`config.mk`:
```
export PLATFORM = sky130hd
export DESIGN_NAME = avalon_master_arbiter
export DESIGN_NICKNAME = d
export VERILOG_FILES = /design/src/rtl/avalon_arb_pkg.sv /design/src/rtl/arb_tag_fifo.sv /design/src/rtl/avalon_master_arbiter.sv
export SDC_FILE = /design/constraint.sdc
export NUM_CORES = 1
export LEC_CHECK = 0
export ABC_CLOCK_PERIOD_IN_PS = 4100
export CAP_MARGIN = 20
export CORE_MARGIN = 10
export CORE_UTILIZATION = 28
export CTS_CLUSTER_SIZE = 25
export DETAILED_ROUTE_END_ITERATION = 10
export PLACE_DENSITY_LB_ADDON = 0.12
export SYNTH_ARGS = -nofsm -noshare
export SYNTH_HDL_FRONTEND = slang
export SYNTH_SLANG_ARGS = --single-unit
```
`constraint.sdc`:
```
create_clock -name clk -period 4.1 [get_ports clk]
set_clock_uncertainty 0.05 [all_clocks]
set_input_delay 0.615 -clock clk [delete_from_list [all_inputs] [get_ports clk]]
set_output_delay 0.615 -clock clk [all_outputs]
set_load 0.02 [all_outputs]
```
`src/rtl/avalon_arb_pkg.sv`:
```
// rtl/avalon_arb_pkg.sv - shared types and round-robin pick helper for the Avalon master arbiter
//   Contents: arb_state_t (ARB/OWN), RR_MAX_REQ, rr_pick(req_vec, ptr, num_req) -> index
package avalon_arb_pkg;

    typedef enum logic {
        ARB = 1'b0,
        OWN = 1'b1
    } arb_state_t;

    // Upper bound on requesters the pick helper can scan; callers zero-pad unused bits.
    localparam int RR_MAX_REQ = 8;

    // First requesting index at or after ptr, wrapping modulo num_req.
    // Returns ptr when nothing is requesting; the caller qualifies with |req_vec.
    function automatic logic [2:0] rr_pick(
        input logic [RR_MAX_REQ-1:0] req_vec,
        input logic [2:0]            ptr,
        input int                    num_req
    );
        logic [2:0] pick;
        logic       found;
        int         idx;
        pick  = ptr;
        found = 1'b0;
        for (int i = 0; i < RR_MAX_REQ; i++) begin
            idx = (int'(ptr) + i) % num_req;
            if (i < num_req && !found && req_vec[idx]) begin
                pick  = 3'(idx);
                found = 1'b1;
            end
        end
        return pick;
    endfunction

endpackage

```
`src/rtl/arb_tag_fifo.sv`:
```
// rtl/arb_tag_fifo.sv - tag FIFO recording which requester issued each outstanding read
//   Ports: clk, reset (async, active-high), push/push_tag, pop, head (tag at the read pointer),
//          full, empty, count (occupancy, registered)
module arb_tag_fifo #(
    parameter int DEPTH = 4,
    parameter int WIDTH = 1
) (
    input  logic                     clk,
    input  logic                     reset,
    input  logic                     push,
    input  logic [WIDTH-1:0]         push_tag,
    input  logic                     pop,
    output logic [WIDTH-1:0]         head,
    output logic                     full,
    output logic                     empty,
    output logic [$clog2(DEPTH):0]   count
);

    localparam int PW = (DEPTH > 1) ? $clog2(DEPTH) : 1;
    localparam int CW = $clog2(DEPTH) + 1;

    logic [WIDTH-1:0] mem [DEPTH];
    logic [PW-1:0]    wr_ptr;
    logic [PW-1:0]    rd_ptr;
    logic             do_push;
    logic             do_pop;

    // Guard against overflow/underflow even if the caller misbehaves.
    assign do_push = push & ~full;
    assign do_pop  = pop & ~empty;

    assign full  = (count == CW'(DEPTH));
    assign empty = (count == '0);
    assign head  = mem[rd_ptr];

    always_ff @(posedge clk or posedge reset) begin
        if (reset) begin
            wr_ptr <= '0;
            rd_ptr <= '0;
            count  <= '0;
        end else begin
            if (do_push) wr_ptr <= wr_ptr + 1'b1;
            if (do_pop)  rd_ptr <= rd_ptr + 1'b1;
            case ({do_push, do_pop})
                2'b10:   count <= count + 1'b1;
                2'b01:   count <= count - 1'b1;
                default: count <= count;
            endcase
        end
    end

    // Storage needs no reset: entries are only read between push and pop.
    always_ff @(posedge clk) begin
        if (do_push) mem[wr_ptr] <= push_tag;
    end

endmodule

```
`src/rtl/avalon_master_arbiter.sv`:
```
// rtl/avalon_master_arbiter.sv - round-robin share of one Avalon-MM master among NUM_REQ requesters
//   Requester side: req_address, req_writedata, req_write, req_read (in);
//                   req_waitrequest, req_readdata, req_readdatavalid (out)
//   Fabric side:    master_address, master_writedata, master_write, master_read (out);
//                   master_readdata, master_readdatavalid, master_waitrequest (in)
//   Status:         pending_reads (outstanding reads), err_orphan_rdv (sticky)
module avalon_master_arbiter
    import avalon_arb_pkg::*;
#(
    parameter int NUM_REQ      = 2,
    parameter int ADDRESSWIDTH = 26,
    parameter int DATAWIDTH    = 32,
    parameter int MAX_PENDING  = 4
) (
    input  logic                                      clk,
    input  logic                                      reset,
    input  logic [NUM_REQ-1:0][ADDRESSWIDTH-1:0]      req_address,
    input  logic [NUM_REQ-1:0][DATAWIDTH-1:0]         req_writedata,
    input  logic [NUM_REQ-1:0]                        req_write,
    input  logic [NUM_REQ-1:0]                        req_read,
    output logic [NUM_REQ-1:0]                        req_waitrequest,
    output logic [DATAWIDTH-1:0]                      req_readdata,
    output logic [NUM_REQ-1:0]                        req_readdatavalid,
    output logic [ADDRESSWIDTH-1:0]                   master_address,
    output logic [DATAWIDTH-1:0]                      master_writedata,
    output logic                                      master_write,
    output logic                                      master_read,
    input  logic [DATAWIDTH-1:0]                      master_readdata,
    input  logic                                      master_readdatavalid,
    input  logic                                      master_waitrequest,
    output logic [$clog2(MAX_PENDING):0]              pending_reads,
    output logic                                      err_orphan_rdv
);

    localparam int GW = (NUM_REQ > 1) ? $clog2(NUM_REQ) : 1;

    arb_state_t              state;
    logic [GW-1:0]           grant;
    logic [GW-1:0]           rr_ptr;
    logic [GW-1:0]           next_ptr;
    logic [NUM_REQ-1:0]      req_any;
    logic [RR_MAX_REQ-1:0]   req_pad;
    logic [2:0]              pick;
    logic                    own;
    logic                    cur_write;
    logic                    cur_read;
    logic                    accept;
    logic                    fifo_push;
    logic                    fifo_pop;
    logic                    fifo_full;
    logic                    fifo_empty;
    logic [GW-1:0]           fifo_head;

    assign req_any  = req_write | req_read;
    assign req_pad  = RR_MAX_REQ'(req_any);
    assign pick     = rr_pick(req_pad, 3'(rr_ptr), NUM_REQ);
    assign next_ptr = (grant == GW'(NUM_REQ - 1)) ? '0 : grant + 1'b1;

    assign own       = (state == OWN);
    assign cur_write = req_write[grant];
    // Read together with write is illegal; write wins.
    assign cur_read  = req_read[grant] & ~cur_write;

    assign master_address   = own ? req_address[grant]   : '0;
    assign master_writedata = own ? req_writedata[grant] : '0;
    assign master_write     = own & cur_write;
    assign master_read      = own & cur_read & ~fifo_full;

    assign accept    = (master_write | master_read) & ~master_waitrequest;
    assign fifo_push = accept & master_read;
    assign fifo_pop  = master_readdatavalid & ~fifo_empty;

    always_comb begin
        req_waitrequest = '1;
        if (own) begin
            req_waitrequest[grant] = master_waitrequest | (cur_read & fifo_full);
        end
    end

    assign req_readdata = master_readdata;

    always_comb begin
        req_readdatavalid = '0;
        if (fifo_pop) begin
            req_readdatavalid[fifo_head] = 1'b1;
        end
    end

    always_ff @(posedge clk or posedge reset) begin
        if (reset) begin
            state          <= ARB;
            grant          <= '0;
            rr_ptr         <= '0;
            err_orphan_rdv <= 1'b0;
        end else begin
            if (master_readdatavalid & fifo_empty) begin
                err_orphan_rdv <= 1'b1;
            end
            case (state)
                ARB: begin
                    if (|req_any) begin
                        grant <= GW'(pick);
                        state <= OWN;
                    end
                end
                OWN: begin
                    if (accept) begin
                        rr_ptr <= next_ptr;
                        state  <= ARB;
                    end else if (!req_any[grant]) begin
                        // Requester withdrew before the fabric took the command.
                        state <= ARB;
                    end
                end
                default: state <= ARB;
            endcase
        end
    end

    arb_tag_fifo #(
        .DEPTH (MAX_PENDING),
        .WIDTH (GW)
    ) u_tag_fifo (
        .clk      (clk),
        .reset    (reset),
        .push     (fifo_push),
        .push_tag (grant),
        .pop      (fifo_pop),
        .head     (fifo_head),
        .full     (fifo_full),
        .empty    (fifo_empty),
        .count    (pending_reads)
    );

endmodule

```
==> flow_summary.ini, run 1 <==
[final_layout]
drive_above_1_share_pct = 5.14
fin_cells = 485
final_core_util_pct = 55.1
fin_nets = 552
antennaDiodeCount = 0
syn_to_final_growth_pct = 89.7

[sta]
fmax_ghz = 0.311
tightest_slew_ps = 998
rsz0062_at_grt = false
slew_headroom_pct = 33.4
fin_tns_setup_ps = 0
final_hold_viol_count = 0
slew_violations = 0
fin_crit_ps = 3220
timing.hold.ws_ps = 416
finalCritPeriodShare_pct = 78.5
setup_violations = 0

[die]
die_area_um2 = 10900
die_h_um = 104
io_pins = 256
core_area_um2 = 6830
die_w_um = 104
std_cell_rows = 30
start_util_pct = 29.0

[worst_setup_path]
timing.critical_path.arrival_ps = 2550
end_kind = output port
required_ps = 3430
rrSetupSlack_ps = 1450
critical_path_class = flip-flop to output port
cp-start-kind = flip-flop
slowest_delay_ps = 940
cp_max_fo = 50
path_cells = buf_4, mux2i_1, nor2_1, clkdlybuf4s50_1
crit_slowest_cell = dfrtp_4

[routing]
drtIter0Drc = 43
firstDrtPassIters = 4
wl_per_cell_um = 19.3
vias = 2122
wl_mm = 9.37
drt-vias-per-instance = 4.38
ant_nets = 0
drc = 0

[min_path]
hp-class = flip-flop to flip-flop

[synthesis]
synth_top_family_by_area = multiplexers
synthMuxAreaShare_pct = 33.1
synth-simple-area-share_pct = 18.5
synth_cell_types = 33
synth-compound-area-share_pct = 4.04
synth_cells = 238
async_reset_ff_share_pct = 73.3
ys.warnings.count = 0
synth_xor_area_share_pct = 2.65
synth-main-ff-cell = dfrtp_1
yosysTopAreaCell = mux2i_1
synth-edff-count = 4
synthAdderAreaFrac_pct = 4.16
avgSynthCellArea_um2 = 8.34
syn_area_um2 = 1980
synthTopCellsByArea = mux2i_1 30%, buf_4 14%, dfrtp_1 14%
synth-seq-cells = 15
yosys.area.top_type_share_pct = 29.8
ys_seq_area_share_pct = 19.9
synth_nets = 400

[clocking]
clk_latency_ps = 250
clock_tree.root_cell = clkbuf_8
cts_tree = yes
cts_buffers = 3
postCtsSetupRepairBufs = 0
cts_hold_buf = 0
postCtsResizedCells = 0
clk_pin_slew_worst_paths_ps = 70
clock-sinks = 15
cts_max_level = 1
clock_path_buffers = 2

[status]
outcome = completed

[power_and_ir_drop]
p_sw_mw = 1.14
swShare_pct = 48.1
p_leak_nw = 1.63
finalPower_mw = 2.36
clkPwrFrac_pct = 5.2
power_density_nw_per_um2 = 627
p_int_mw = 1.22
comb_power_share_pct = 78.2
ir_worst_vdd_v = 0.000293
pwr-share-seq_pct = 16.6

[placed_design]
io_buffers = 191
place_hpwl_mm = 8.16
placedCellCount = 481
gp_congestion = 0.779

[global_route]
grt_overflow = 0
grt_pass1_vias = 2314
antenna_found_initial = 0
grt_util_all_layers_pct = 16.2
grt_pass1_wl_mm = 13.8
grt_max_degree = 61

[flow_run]
cap_violations = 0
==> area by class of cell <==
type                            instances  area, um^2
Fill cell                             677        3070
Timing Repair Buffer                  192        1920
Multi-Input combinational cell        168        1240
Sequential cell                        15         399
Tap cell                               96         120
Clock buffer                            3        41.3
Inverter                               10        37.5
Clock inverter                          1        7.51
==> critical path, delay by kind of cell (launching register included) <==
kind                   cells  cell delay (ps)
flip-flops                 1              940
buffers and inverters      2             1050
AND/OR/NAND/NOR            1               60
multiplexers               1              240
==> metrics by stage <==
| stage | area [um^2] | setup WS (ps) |
|---|---|---|
| after floorplan | 1980 | 1900 |
| after CTS | 3760 | 849 |
| final | 3760 | 882 |
| after global routing | 3760 | 692 |
| after global placement | 3710 | 1130 |
| after detailed placement | 3710 | 1100 |
==> worst paths after layout <==
check,cells past startpoint,end,from
max,4,master_writedata[23],grant$_DFFE_PP0P_
min,1,err_orphan_rdv$_DFFE_PP0P_,err_orphan_rdv$_DFFE_PP0P_
max reg2reg,10,u_tag_fifo.count[2]$_DFFE_PP0P_,grant$_DFFE_PP0P_
min reg2reg,1,err_orphan_rdv$_DFFE_PP0P_,err_orphan_rdv$_DFFE_PP0P_
max in group asynchronous,2,grant$_DFFE_PP0P_,reset
min in group asynchronous,2,u_tag_fifo.rd_ptr[1]$_DFFE_PP0P_,reset
==> power by group through the flow <==
stage / registers (mW) / logic (mW) / clock network (mW)
after detailed placement: 0.396 / 1.87 / 0
after global placement: 0.394 / 1.86 / 0
after global routing: 0.411 / 1.98 / 0.136
final: 0.391 / 1.85 / 0.123
after CTS: 0.395 / 1.88 / 0.129
after floorplan: 0.300 / 1.16 / 0
==> state kept, by name (all words and copies together), names as in the netlist <==
name               cells
err_orphan_rdv         1
own                    1
u_tag_fifo.mem         4
u_tag_fifo.wr_ptr      2
grant                  1
rr_ptr                 1
u_tag_fifo.rd_ptr      2
u_tag_fifo.count       3
==> cells in the mapped netlist, types with 2 or more instances <==
| master | n |
|---|---|
| dfrtp_1 | 11 |
| buf_4 | 38 |
| inv_1 | 7 |
| ha_1 | 5 |
| nor3_1 | 2 |
| nor2_1 | 67 |
| xnor2_1 | 4 |
| mux2i_1 | 59 |
| mux2_4 | 2 |
| inv_2 | 3 |
| edfxtp_1 | 4 |
| a21oi_1 | 3 |
| nand2_1 | 2 |
| nor3b_2 | 2 |
| xor2_1 | 2 |
| clkbuf_1 | 6 |
| and2_1 | 5 |
==> logic make-up (layout without fill, tap and decap cells) <==
family,count (synthesis),count (layout)
muxes,63,63
buffers and inverters,55,206
and+or+nand+nor,83,83
xor gates and xnor gates,6,6
adders and majority gates,6,6
DFF,15,15
AOI/OAI and AO/OA,10,10
==> layout by cell type (no fill, tap or decap), drive strengths merged, types with 4 or more instances in the layout <==
master           n
ha               5
dfrtp           11
xnor2            4
and2             5
a21oi            4
nor2            68
mux2i           60
clkdlybuf4s50  191
edfxtp           4
inv             10
==> layer usage <==
layer	vias to the layer above	global-route usage [%]	part of all wire, %
li1	1059	-	-
met5	-	0	0
met1	961	14.9	34
met3	2	8.43	11
met2	100	31.4	54
met4	0	1.89	0.17
Note: power is estimated with default switching activity, not from simulation.
==> inputs of run 2 (changes only) <==
Settings changed: ABC_CLOCK_PERIOD_IN_PS 4100 to 3250, CORE_UTILIZATION 28 to 26.
Clock period 4.1 ns to 3.25 ns, I/O delays scaled along.
==> flow_summary.ini, run 2 (same netlist as run 1, synthesis figures left out) <==
[routing]
drc = 0
wl_per_cell_um = 19.9
drt-vias-per-instance = 4.34
wl_mm = 9.75
firstDrtPassIters = 4
ant_nets = 0
vias = 2122
drtIter0Drc = 31

[clocking]
cts_buffers = 3
clk_latency_ps = 240
clock-sinks = 15
postCtsSetupRepairBufs = 0
clock_tree.root_cell = clkbuf_8
cts_tree = yes
cts_hold_buf = 0
cts_max_level = 1
clock_path_buffers = 2
clk_pin_slew_worst_paths_ps = 60
postCtsResizedCells = 0

[worst_setup_path]
rrSetupSlack_ps = 740
slowest_delay_ps = 750
r2r_cells = 10
required_ps = 2710
critPathTopFamily = buffers and inverters
end_kind = output port
crit_slowest_cell = dfrtp_4
r2r_end = u_tag_fifo.count[2]$_DFFE_PP0P_
cp-start-kind = flip-flop
path_cells = buf_12, mux2i_1, nor2_1, clkdlybuf4s50_1
cp.buffers_inverters = 2
reg2reg_from = grant$_DFFE_PP0P_
cp_max_fo = 39
critical_path_class = flip-flop to output port
timing.critical_path.arrival_ps = 2310

[placed_design]
place_hpwl_mm = 8.55
gp_congestion = 0.767
pre_cts_ws_ps = 468
dpl_cell_area_um2 = 3750
io_buffers = 191

[min_path]
hp-start = err_orphan_rdv$_DFFE_PP0P_
worstHoldEndpoint = err_orphan_rdv$_DFFE_PP0P_
hp-class = flip-flop to flip-flop
min_path_cells = 1

[die]
die_area_um2 = 11500
core_area_um2 = 7330
std_cell_rows = 31
die_h_um = 107
start_util_pct = 27.1
die_w_um = 107
io_pins = 256

[global_route]
antenna_found_initial = 0
grt_pass1_vias = 2261
grt_overflow = 0
grt_max_degree = 40
grt_pass1_wl_mm = 14.1
grt_util_all_layers_pct = 15.9

[sta]
setup_violations = 0
final_hold_viol_count = 0
finalCritPeriodShare_pct = 87.6
slew_headroom_pct = 54.2
timing.final.ws_setup_ps = 402
fin_tns_setup_ps = 0
fmax_ghz = 0.351
slew_violations = 0
fin_crit_ps = 2850
tightest_slew_ps = 687
rsz0062_at_grt = false

[final_layout]
regMostFlops = u_tag_fifo.mem
largest_reg_flops = 4
fill_cells = 661
multi_input_area_um2 = 1240
fin_nets = 553
syn_to_final_growth_pct = 91.3
antennaDiodeCount = 0
seqCellArea_um2 = 399
drive_above_1_share_pct = 5.13
reg_top3 = u_tag_fifo.mem (4), u_tag_fifo.count (3)
fin_area_um2 = 3800
layout_common_cells = 191 x clkdlybuf4s50_1, 67 x nor2_1, 59 x mux2i_1
final_common_cell = clkdlybuf4s50_1

[power_and_ir_drop]
p_leak_nw = 1.64
ir_worst_vdd_v = 0.000322
power_density_nw_per_um2 = 795

[flow_run]
cap_violations = 0

[status]
outcome = completed
-- run 2: cell count changes in the layout (fill, tap and decap cells not counted), sizes merged --
cell and delta:
buf +1, clkinvlp -1, clkbuf +1
-- run 2: how the worst max path moves through the flow --
stage	start	to	slack, ps	cells past startpoint
after global routing	grant$_DFFE_PP0P_	master_writedata[13]	290	4
after floorplan	u_tag_fifo.count[2]$_DFFE_PP0P_	u_tag_fifo.count[2]$_DFFE_PP0P_	1150	10
after CTS	grant$_DFFE_PP0P_	master_address[25]	400	4
after detailed placement	req_write[1]	u_tag_fifo.count[2]$_DFFE_PP0P_	470	11
final	grant$_DFFE_PP0P_	master_writedata[13]	400	4
after global placement	req_read[0]	master_read	530	5
-- run 2: cell type report --
class	count	share of cell area, %
Inverter	10	0.989
Timing Repair Buffer	193	51.4
Multi-Input combinational cell	168	32.6
Tap cell	99	3.26
Sequential cell	15	10.5
Clock buffer	4	1.19
-- run 2: stage by stage --
| stage | power [mW] | util, % | hold WS [ps] | instances |
|---|---|---|---|---|
| 2_1_floorplan | 1.85 | - | 290 | 238 |
| 3_3_place_gp | 2.91 | 51.2 | 390 | 485 |
| 3_5_place_dp | 2.91 | 51.2 | 401 | 485 |
| 4_1_cts | 3.07 | 51.8 | 414 | 489 |
| 5_1_grt | 3.25 | 51.8 | 444 | 489 |
| 6_report | 3.02 | 51.8 | 408 | 489 |
-- run 2: metal layers --
metal | share of wire (%) | wire length, um | track usage [%] | vias up
met5 | 0 | 0 | 0 | -
met4 | 0.10 | 10 | 1.24 | 0
met3 | 14 | 1390 | 10.4 | 2
met2 | 51 | 4930 | 27.7 | 125
met1 | 35 | 3420 | 16.3 | 935
li1 | - | - | - | 1060
-- run 2: power by group --
group | total (mW) | internal (mW) | switching [mW] | leakage [nW]
combinational | 2.42 | 1.21 | 1.21 | 1.46
sequential | 0.452 | 0.281 | 0.170 | 0.161
clock | 0.143 | 0.0865 | 0.0565 | 0.0228
-- run 2: worst register-to-register path, stage by stage (launching register included) --
cell and delay (ps):
dfrtp_4 680, and3b_1 320, o21bai_4 230, nor2_4 80, inv_2 50, ha_1 170
inv_1 60, fa_1 370, xor2_1 150, nor2_1 110, xor2_1 160
